File: src/rtl/mul_seq.sv
// rtl/mul_seq.sv - three-state multiply / accumulate / round sequencer owning the MR register and flags
module mul_seq #(
  parameter int SIZE = 16
) (
  input  logic                clk,
  input  logic                reset,
  input  logic                ps_mul_req,
  output logic                mul_ready,
  input  logic [1:0]          ps_mul_op,
  input  logic                ps_mul_IbF,
  input  logic                ps_mul_rndPrdt,
  input  logic                ps_mul_sat,
  input  logic [SIZE-1:0]     xb_dtx,
  input  logic [SIZE-1:0]     xb_dty,
  output logic [2*SIZE-1:0]   mr_out,
  output logic                mul_done,
  output logic                mul_mn,
  output logic                mul_mv
);

  localparam int W = 2 * SIZE;
  localparam logic [W-1:0]    R_MAX = {1'b0, {(W-1){1'b1}}};
  localparam logic [W-1:0]    R_MIN = {1'b1, {(W-1){1'b0}}};
  localparam logic [SIZE-1:0] H_MAX = {1'b0, {(SIZE-1){1'b1}}};
  localparam logic [SIZE-1:0] H_MIN = {1'b1, {(SIZE-1){1'b0}}};

  localparam logic [1:0] OP_MUL  = 2'b00;
  localparam logic [1:0] OP_MAC  = 2'b01;
  localparam logic [1:0] OP_MSUB = 2'b10;
  localparam logic [1:0] OP_CLR  = 2'b11;

  typedef enum logic [1:0] {IDLE, MUL, ACC} state_t;

  state_t state, state_nxt;

  logic [1:0]      op_q;
  logic            ibf_q, rnd_q, sat_q;
  logic [SIZE-1:0] x_q, y_q;
  logic [W-1:0]    p_q;
  logic            mul_ov_q;
  logic            accept;

  assign mul_ready = (state == IDLE);
  assign accept    = ps_mul_req & mul_ready;

  always_ff @(posedge clk or negedge reset) begin
    if (!reset) state <= IDLE;
    else        state <= state_nxt;
  end

  always_comb begin
    state_nxt = state;
    case (state)
      IDLE:    if (accept) state_nxt = MUL;
      MUL:     state_nxt = ACC;
      ACC:     state_nxt = IDLE;
      default: state_nxt = IDLE;
    endcase
  end

  always_ff @(posedge clk or negedge reset) begin
    if (!reset) begin
      op_q  <= '0;
      ibf_q <= 1'b0;
      rnd_q <= 1'b0;
      sat_q <= 1'b0;
      x_q   <= '0;
      y_q   <= '0;
    end else if (accept) begin
      op_q  <= ps_mul_op;
      ibf_q <= ps_mul_IbF;
      rnd_q <= ps_mul_rndPrdt;
      sat_q <= ps_mul_sat;
      x_q   <= xb_dtx;
      y_q   <= xb_dty;
    end
  end

  // Product stage; -1 x -1 in Q-format is the only product that cannot be represented after the shift
  logic signed [W-1:0] prod;
  logic [W-1:0]        p_nxt;
  logic                min_sq;

  assign prod   = $signed({{SIZE{x_q[SIZE-1]}}, x_q}) * $signed({{SIZE{y_q[SIZE-1]}}, y_q});
  assign min_sq = ibf_q && (x_q == H_MIN) && (y_q == H_MIN);

  always_comb begin
    p_nxt = ibf_q ? W'(prod <<< 1) : W'(prod);
    if (min_sq) p_nxt = R_MAX;
  end

  always_ff @(posedge clk or negedge reset) begin
    if (!reset) begin
      p_q      <= '0;
      mul_ov_q <= 1'b0;
    end else if (state == MUL) begin
      p_q      <= p_nxt;
      mul_ov_q <= min_sq;
    end
  end

  logic [W-1:0]    r_raw, r_sat, r_fin;
  logic            add_ov, rnd_ov, round_up, do_rnd;
  logic [SIZE-1:0] h;

  always_comb begin
    r_raw  = p_q;
    add_ov = 1'b0;
    case (op_q)
      OP_MAC: begin
        r_raw  = mr_out + p_q;
        add_ov = (mr_out[W-1] == p_q[W-1]) && (r_raw[W-1] != mr_out[W-1]);
      end
      OP_MSUB: begin
        r_raw  = mr_out - p_q;
        add_ov = (mr_out[W-1] != p_q[W-1]) && (r_raw[W-1] != mr_out[W-1]);
      end
      default: r_raw = p_q;
    endcase
  end

  // Overflow direction follows the old MR sign: only a positive MR can overflow upward
  assign r_sat    = (add_ov && sat_q) ? (mr_out[W-1] ? R_MIN : R_MAX) : r_raw;
  assign h        = r_sat[W-1:SIZE];
  assign do_rnd   = rnd_q & ibf_q;
  assign round_up = r_sat[SIZE-1] & ((|r_sat[SIZE-2:0]) | r_sat[SIZE]);
  assign rnd_ov   = do_rnd & round_up & (h == H_MAX);

  always_comb begin
    r_fin = r_sat;
    if (do_rnd) begin
      if (rnd_ov) r_fin = {(sat_q ? H_MAX : H_MIN), {SIZE{1'b0}}};
      else        r_fin = {h + SIZE'(round_up), {SIZE{1'b0}}};
    end
  end

  always_ff @(posedge clk or negedge reset) begin
    if (!reset) begin
      mr_out   <= '0;
      mul_mn   <= 1'b0;
      mul_mv   <= 1'b0;
      mul_done <= 1'b0;
    end else begin
      mul_done <= (state == ACC);
      if (state == ACC) begin
        if (op_q == OP_CLR) begin
          mr_out <= '0;
          mul_mn <= 1'b0;
          mul_mv <= 1'b0;
        end else begin
          mr_out <= r_fin;
          mul_mn <= r_fin[W-1];
          mul_mv <= mul_mv | mul_ov_q | add_ov | rnd_ov;
        end
      end
    end
  end

endmodule

File: config.mk
export PLATFORM = sky130hd
export DESIGN_NAME = mul_seq
export DESIGN_NICKNAME = d
export VERILOG_FILES = /design/src/rtl/mul_seq.sv
export SDC_FILE = /design/constraint.sdc
export NUM_CORES = 1
export LEC_CHECK = 0
export CORE_MARGIN = 2
export CORE_UTILIZATION = 45
export DETAILED_ROUTE_END_ITERATION = 8
export PLACE_DENSITY = 0.67
export SYNTH_ARGS = -nofsm -noshare
export SYNTH_HDL_FRONTEND = slang
export SYNTH_SLANG_ARGS = --single-unit
File: constraint.sdc
create_clock -name clk -period 19.3 [get_ports clk]
set_input_delay 1.93 -clock clk [delete_from_list [all_inputs] [get_ports clk]]
set_output_delay 1.93 -clock clk [all_outputs]
set_load 0.05 [all_outputs]
==> metrics.txt <==
outcome completed; CP max FO 18; Synth warnings 0; post-CTS sizing 0; R2R depth 23; synth cell count leaders inv_1, fa_1, nand2_1; syn_nets roughly 2800; reg-to-reg slack, setup 12.38 ns; share of cells above drive strength 1 0.04797; Req. time, crit path 19.58 ns; FF+latch count, synth 106; Hold Path Class reg -> reg; Critical-path top delay cell fa_1; first-pass GRT wire length 95560 um; final HPWL from detailed placement between 40000 and 50000 um; setup bufs post-CTS 0; post-synth top area share 0.2711; Setup CP Type reg -> reg; CTS tree done; vias in the first global route between 15000 and 20000; Avg Cell Area, Syn roughly 8.5 um^2; initial antenna violation count 0; unrepaired setup endpoints after global routing no; Final Hold Fails 0; Initial Util 0.4545; CTS HTree Levels 3; synth-to-layout area growth 7.337%; fin crit period 6.918 ns; Worst Setup EP p_q[30]; total wire length approximately 60000 um; GRT Util Overall 0.2752; die height around 210 um; Hold Slack roughly 0.54 ns; Nets 2740; crit path DAT slightly above 7 ns; Cells after Synth about 2300; Slowest Stage Delay on Critical Path approximately 0.8 ns; CTS buffer count 9; WL/cell approximately 21 um; Final Cycle Share 0.3584; Final Max Slew Viols 0; Async SR Flop Fraction 1.000; final design utilization 0.4879; fillcell total 4043; CP Cell Sequence nand2_1 > inv_1 > fa_1 > fa_1 > fa_1 > fa_1 > fa_1 > inv_1 > fa_1 > inv_1 > ha_1 > a21oi_1 > nor2b_1 > o21ai_0 > nand2b_1 > a21o_1 > a21o_1 > a21oi_1 > o211ai_1 > a211oi_1 > xnor2_1 > a31oi_1 > o32a_1; Synth Flop Type dfrtp_1; Vias/cell around 6; DRT antenna net count 0; reg2reg end p_q[30]; Crit path top cell by count fa_1; worst skew pair latency approximately 0.40 ns; I/O pin total 76; Synth area leaders fa_1, dfrtp_1, ha_1; Worst Skew approximately 0.017 ns; Seq/Total Area, Yosys 0.1361; PortBufs between 70 and 80; Clock Sinks 106; fmax ~140 MHz; Root Buffer clkbuf_16; row cnt 76; diode count 0; Post-Syn Area about 20000 um^2; endpoint type of the worst setup path register; total number of vias roughly 17000; Slew @ Worst Pin about 1.1 ns; Synth area leader fa_1; Post-synth EDFFs 0; clk slew on worst S/H paths about 0.090 ns; cts hold-fix bufs 0; max_cap viols 0; GRT overflow 0; Cell variety after synth 85; Die Width approximately 210 um; Longest Clk Path Bufs 2; Reg2Reg Launch Point y_q[1]; core area around 43000 um^2; Crit. Startpoint y_q[1]; pin count of the biggest net entering global routing 59; Sum Neg Setup Slack 0 ns; residual DRC count 0; relative slew slack 0.2696; kind of start point of the critical path register; GPL Wtd Cong 0.9772; top-count cell post-synth inv_1; Die ar. around 45000 um^2; drt pass-1 iters 5; final setup fails 0; initial drt markers 1720
-- cell usage in the layout, fill, tap and decap left out, types with 47 or more instances in the layout --
cell               n
inv_1            352
fa_1             264
nand2_1          222
nor2_1           157
ha_1             148
a21oi_1          146
and2_1           128
dfrtp_1          105
o21ai_0           89
clkdlybuf4s50_1   74
xnor2_1           47
-- layout make-up --
class	count	area [um^2]	area share
Clock inverter	6	86.33	0.004126
Timing Repair Buffer	90	860.8	0.04114
Clock buffer	10	229.0	0.01094
Tap cell	585	732.0	0.03498
Multi-Input combinational cell	1729	15040	0.7188
Inverter	352	1321	0.06315
Sequential cell	106	2654	0.1268
-- stage by stage --
stage	setup slack, ns	std cells	cell area [um^2]
after floorplan	12.93	2303	19490
after global placement	12.59	2862	20610
after detailed placement	12.42	2862	20610
after CTS	12.40	2878	20920
after global routing	11.96	2878	20920
final	12.38	2878	20920
-- flip-flops by register name, summed over array words and instances (netlist names) --
name	flops
state	2
op_q	2
rnd_q	1
x_q	16
mul_mv	1
ibf_q	1
mul_done	1
mr_out	32
sat_q	1
p_q	32
y_q	16
mul_ov_q	1
-- worst max-delay path: cells and delay by family (launching register included) --
| family | cells | cell delay (ns) |
|---|---|---|
| adders and majority gates | 7 | 3.62 |
| AOI/OAI and AO/OA | 9 | 1.80 |
| DFF | 1 | 0.63 |
| and+or+nand+nor | 3 | 0.38 |
| buffers and inverters | 3 | 0.20 |
| xor gates and xnor gates | 1 | 0.18 |
-- per-layer routing --
layer	wire length [um]	GRT usage	up-vias
li1	-	-	7577
met1	24800	0.3640	8504
met2	28900	0.4581	718
met3	4344	0.03220	152
met4	2373	0.1158	0
met5	0	0	-
-- worst min path at each step --
stage	cells after the start	endpoint	slack, ns	start
after detailed placement	2	mul_ov_q	0.51	mul_ov_q
after global routing	1	rnd_q	0.58	rnd_q
after CTS	2	mul_ov_q	0.53	mul_ov_q
after floorplan	2	mul_ov_q	0.47	mul_ov_q
after global placement	2	mul_ov_q	0.50	mul_ov_q
final	2	mul_ov_q	0.54	mul_ov_q
-- kinds of logic (layout without fill, tap and decap cells) --
family | Yosys count | after routing | share of synthesized area
and+or+nand+nor | 697 | 697 | 0.1747
AOI/OAI and AO/OA | 505 | 505 | 0.1729
buffers and inverters | 468 | 458 | 0.09269
adders and majority gates | 412 | 412 | 0.3661
DFF | 106 | 106 | 0.1361
xor gates and xnor gates | 62 | 62 | 0.02786
muxes | 53 | 53 | 0.02966
Power is not shown: default switching activity piles up to over one toggle a cycle in this logic, so the estimate is an artifact.
